**config.mk**
```make
export PLATFORM = sky130hd
export DESIGN_NAME = prog_step_counter
export DESIGN_NICKNAME = d
export VERILOG_FILES = /design/src/rtl/prog_step_counter.sv
export SDC_FILE = /design/constraint.sdc
export NUM_CORES = 1
export LEC_CHECK = 0
export BUFFER_PORTS_ARGS = -buffer_cell sky130_fd_sc_hd__buf_2
export CORE_MARGIN = 1.5
export CORE_UTILIZATION = 45
export DETAILED_ROUTE_END_ITERATION = 7
export GPL_ROUTABILITY_DRIVEN = 0
export PLACE_DENSITY = 0.72
export RECOVER_POWER = 25
export SYNTH_ARGS = -nofsm -noshare
export SYNTH_HDL_FRONTEND = slang
export SYNTH_SLANG_ARGS = --single-unit
export TNS_END_PERCENT = 20
```
**constraint.sdc**
```tcl
create_clock -name clk -period 6.7 [get_ports clk]
set_clock_uncertainty 0.15 [all_clocks]
set_input_delay 1.34 -clock clk [delete_from_list [all_inputs] [get_ports clk]]
set_output_delay 1.34 -clock clk [all_outputs]
set_load 0.02 [all_outputs]
```
**src/rtl/prog_step_counter.sv**
```systemverilog
// Programmable step counter: a prescaled tick applies a signed-direction step
// to an up/down counter with wrap-or-saturate overflow handling.
module prog_step_counter #(
   parameter int unsigned WIDTH    = 8,
   parameter int unsigned DIV_FAST = 250000,
   parameter int unsigned DIV_SLOW = 25000000,
   parameter int unsigned DIVW     = 26
) (
   input  logic             clk,
   input  logic             rst,
   input  logic             enable,
   input  logic             speed,
   input  logic             load,
   input  logic [WIDTH-1:0] load_value,
   input  logic [WIDTH-1:0] step,
   input  logic             dir,
   input  logic             sat,
   input  logic             clr_ovf,
   output logic [WIDTH-1:0] count,
   output logic             tick,
   output logic             wrap,
   output logic             ovf
);

   localparam logic [DIVW-1:0]  LIM_FAST = DIVW'(DIV_FAST - 1);
   localparam logic [DIVW-1:0]  LIM_SLOW = DIVW'(DIV_SLOW - 1);
   localparam logic [WIDTH-1:0] CNT_MAX  = '1;

   logic [DIVW-1:0]  div_cnt;
   logic [DIVW-1:0]  div_lim;
   logic [WIDTH:0]   sum;
   logic [WIDTH:0]   diff;
   logic [WIDTH-1:0] step_cnt;
   logic             step_wrap;
   logic             step_ovf;

   // Tick is a clock-enable; >= lets a slow-to-fast switch fire immediately
   always_comb begin
      div_lim = speed ? LIM_FAST : LIM_SLOW;
      tick    = enable & ~rst & (div_cnt >= div_lim);
   end

   // Next count for a step, with carry/borrow detected in WIDTH+1 bits
   always_comb begin
      sum       = {1'b0, count} + {1'b0, step};
      diff      = {1'b0, count} - {1'b0, step};
      step_cnt  = sum[WIDTH-1:0];
      step_wrap = 1'b0;
      step_ovf  = 1'b0;
      if (!dir) begin
         if (sum[WIDTH]) begin
            if (sat) begin
               step_cnt = CNT_MAX;
               step_ovf = 1'b1;
            end else begin
               step_wrap = 1'b1;
            end
         end
      end else begin
         step_cnt = diff[WIDTH-1:0];
         if (diff[WIDTH]) begin
            if (sat) begin
               step_cnt = '0;
               step_ovf = 1'b1;
            end else begin
               step_wrap = 1'b1;
            end
         end
      end
   end

   // Prescaler: runs while enabled, restarts on tick, held at zero otherwise
   always_ff @(posedge clk) begin
      if (rst) begin
         div_cnt <= '0;
      end else if (!enable || tick) begin
         div_cnt <= '0;
      end else begin
         div_cnt <= div_cnt + DIVW'(1);
      end
   end

   // Counter, wrap pulse and sticky overflow; load beats tick, set beats clear
   always_ff @(posedge clk) begin
      if (rst) begin
         count <= '0;
         wrap  <= 1'b0;
         ovf   <= 1'b0;
      end else begin
         wrap <= 1'b0;
         if (load) begin
            count <= load_value;
         end else if (tick) begin
            count <= step_cnt;
            wrap  <= step_wrap;
         end
         ovf <= (ovf & ~clr_ovf) | (tick & ~load & step_ovf);
      end
   end

endmodule
```
# Word-level counts from Yosys, hierarchy flattened
# Index checks and enable logic that the tools add are counted.
# classes
n_mux,16
bitwise_logic,10
reduce_logical,5
add_sub_neg,3
order_cmp,1
# op_table
cell,count
$mux 8,7
$add 26x1->26 const B,1
$ge 26x25->1,1
$mux 25,1
$add 8x8->9,1
$sub 8x8->9,1
$mux 1,8
$and 1x1->1,5
$not 1->1,4
$reduce_or 3->1,1
$reduce_bool 2->1,1
$reduce_or 2->1,1
$logic_not 1->1,1
$logic_or 1x1->1,1
$or 1x1->1,1
# word_totals
in_bits,24
ff_bits,36

# Depth between registers and ports, before layout
# logic_depth
ltp_word,6
ltp_mapped,10
ltp_nobuf,10

# Worst setup path before layout
# OpenSTA, ideal clock, no wires.
# synth_path
kind,in2out
start,input port speed
end,output port tick
slack_ps,2546
t_arrival_ps,2664
stages,7
path_cell_list,ha_1 > a21oi_1 > o21ai_0 > a2111oi_2 > o22a_2 > inv_2 > buf_2
# synth_via
elab_chain_cells,3
# synth_rtl
item,line,text
start: declaration,12,"input logic speed,"
$mux 25,39,div_lim = speed ? LIM_FAST : LIM_SLOW;
$ge 26x25->1,40,tick = enable & ~rst & (div_cnt >= div_lim);
$and 1x1->1,40,
end: declaration,20,"output logic tick,"
# No other way between the ends.

# Final worst setup path
# Same ends and word-level chain as after synthesis.

==> run_results.csv <==
group,metric,value,unit
run_status,outcome,"finished, final reports clean",
floorplan,die_h,81.9,um
clocking,cts_hold_buf,0,
setup_path,worstSetupPathType,"in2out",
power,p_sw,143,uW
timing,fmax,207,MHz
timing,post-route-period-util,72.0,%
power,vdd_ir_drop_max,92.1,uV
power,p_leak,1.31,nW
clocking,numCtsBuffers,5,
global_route,grt_max_degree,27,
placed_design,numPortBuffers,34,
clocking,cts_resized,0,
cells_and_area,antenna_cells,0,
global_route,track_usage,19.6,%
power,clkPwrFrac,32.3,%
routing,drt_wl_total,6010,um
cells_and_area,design_area,3080,sq um
cells_and_area,nFillCells,582,
power,internal_power,346,uW
yosys,ys_top_cells_by_area,"dfxtp_1, ha_1, xor2_1, nor2_1, nand2_1",
yosys,synth_fa_ha_area_share,14.8,%
global_route,overflow,0,
routing,postRouteAntennaNets,0,
global_route,antenna_found_initial,0,
timing,setup-tns-final,0,ns
timing,finalHoldViolations,0,
power,seqPwrFrac,45.5,%
power,powerDensity,159,nW/um^2
global_route,grt_pass1_vias,2261,
routing,vias,2474,
yosys,synthMuxAreaShare,0.760,%
clocking,cts.sinks,36,
cells_and_area,drive_gt1_share,12.1,%
floorplan,row_count,28,
setup_path,cp-start-kind,"input pin",
cells_and_area,layout_commonest_cell,"nor2_1",
power,p_comb_share,22.2,%
timing,worst_pin_slew,0.854,ns
routing,wl_per_cell,13.4,um
timing,setup_viol,0,
floorplan,die_w,81.9,um
yosys,synth_edf_count,0,
run,maxCapViolCount,0,
timing,whs,0.320,ns
clocking,cts_max_level,2,
yosys,netlist_instances,342,
yosys,yosys_warnings,0,
cells_and_area,mostFrequentLayoutCells,"nor2_1, dfxtp_1, ha_1, nand2_1",
setup_path,crit_required,5.21,ns
placed_design,hpwlAfterDp,4620,um
clocking,cts_buffer_depth,2,
cells_and_area,final_util,51.7,%
yosys,synth.top_cell.area_share,25.7,%
routing,drt_iter0_markers,109,
worst_hold_path,hold_path.class,"reg2reg",
yosys,yosysSeqAreaShare,25.7,%
routing,drc,0,
floorplan,io_pins,35,
yosys,syn_nets,398,
yosys,synth-seq-cells,36,
yosys,synth_simple_gate_area_share,25.6,%
floorplan,coreArea,5960,sq um
yosys,avgSynthCellArea,8.19,sq um
clocking,clk_pin_slew,0.07,ns
setup_path,cp_max_fo,16,
routing,firstDrtPassIters,4,
cells_and_area,syn2layout_area_growth,9.96,%
clocking,clock-root-buffer,"clkbuf_8",
timing,period_needed,4.82,ns
timing,rsz0062_at_grt,"no",
cells_and_area,multi_input_area,1920,sq um
yosys,synthXorXnorAreaFrac,7.82,%
yosys,synth_area_leader_cell,"dfxtp_1",
setup_path,critPathArrivalTime,3.33,ns
yosys,async_flop_share,0,%
cells_and_area,fin_nets,427,
clocking,clkLatencyLatePin,0.29,ns
routing,via_per_inst,5.53,
global_route,grt_pass1_wl,10400,um
timing,max_slew_margin,43.0,%
cells_and_area,ff_latch_area,721,sq um
floorplan,dieArea,6710,sq um
yosys,synth_compound_area_share,19.7,%
clocking,cts_tree,"done",
clocking,postCtsSetupBuffers,0,
placed_design,place_area,3000,sq um
timing,drv_slew,0,
yosys,synth_top_family_by_area,"simple AND/OR/NAND/NOR gates",
floorplan,floorplan.initialDensity,47.0,%
power,netSwitchingFraction,29.3,%
yosys,ys.flop_type,"dfxtp_1",
yosys,syn_area,2800,sq um
yosys,synth_cell_types,61,
setup_path,cp-end-kind,"output port",
-- per-layer routing --
layer	wire [um]	track usage (%)	vias to the layer above
met1	3150	27.9	1132
met5	0	0	-
li1	-	-	1289
met3	283	3.67	7
met4	58	5.93	0
met2	2520	29.7	46
-- state kept, by name, summed over array words and instances, names as in the netlist --
signal	count
ovf	1
wrap	1
div_cnt	26
count	8
-- cells in the mapped netlist, types with 3 or more instances --
cell / number
o31ai_1: 5
clkbuf_1: 5
or2_2: 3
nand3_1: 10
a31oi_1: 5
and4_1: 5
nand4_1: 7
nand2b_1: 4
and3_1: 4
a21o_1: 3
o21ai_0: 8
or3_1: 3
xnor2_1: 6
o221ai_1: 7
nand2_1: 28
inv_1: 23
xor2_1: 19
buf_2: 5
nor3_1: 13
nor2_1: 41
dfxtp_1: 36
a21oi_1: 18
o21a_1: 3
a211oi_1: 3
nor3b_1: 3
or4b_1: 3
nor2b_1: 3
ha_1: 30
-- path summary, 6_finish.rpt --
path                              start                     to  slack, ns  cells after the start
setup reg to reg  count[0]$_SDFFE_PP0P_  count[3]$_SDFFE_PP0P_       3.90                     10
hold reg to reg   div_cnt[0]$_SDFF_PP0_  div_cnt[0]$_SDFF_PP0_       0.32                      1
hold / removal    div_cnt[0]$_SDFF_PP0_  div_cnt[0]$_SDFF_PP0_       0.32                      1
setup / recovery                  speed                   tick       1.88                      9
-- logic make-up (layout without fill, tap and decap cells) --
kind of cell / count (synthesis) / in the layout
DFF: 36 / 36
AOI/OAI and AO/OA: 72 / 72
buffers and inverters: 37 / 67
and+or+nand+nor: 138 / 138
adders and majority gates: 32 / 32
xor gates and xnor gates: 25 / 25
muxes: 2 / 2
-- final cells by class --
type	count	share of cell area (%)
flip-flops and latches	36	23.4
well taps	75	3.05
inverters	25	3.05
multi-input cells	269	62.5
clock buffers	8	2.93
repair buffers	34	5.12
-- metrics by stage --
| step | worst slack (ns) | std cells | total power [mW] |
|---|---|---|---|
| finish | 1.88 | 447 | 0.489 |
| global route | 1.73 | 447 | 0.514 |
| CTS | 2.05 | 447 | 0.493 |
| detailed placement | 2.05 | 439 | 0.335 |
| global placement | 2.18 | 439 | 0.333 |
| floorplan | 2.55 | 342 | 0.308 |
-- power by group through the flow --
stage	clock (mW)	sequential, mW	combinational (mW)
after floorplan	0	0.230	0.0783
after global placement	0	0.227	0.106
final	0.158	0.222	0.108
after detailed placement	0	0.227	0.108
after global routing	0.171	0.223	0.121
after CTS	0.163	0.222	0.108
-- critical path, cell delays in order --
cell,delay (ns)
buf_2,0.23
inv_1,0.12
ha_1,0.31
nand4_1,0.13
o31ai_1,0.31
a21oi_1,0.09
o22a_2,0.22
inv_1,0.32
buf_2,0.25
Power figures use the tool's default switching activity.
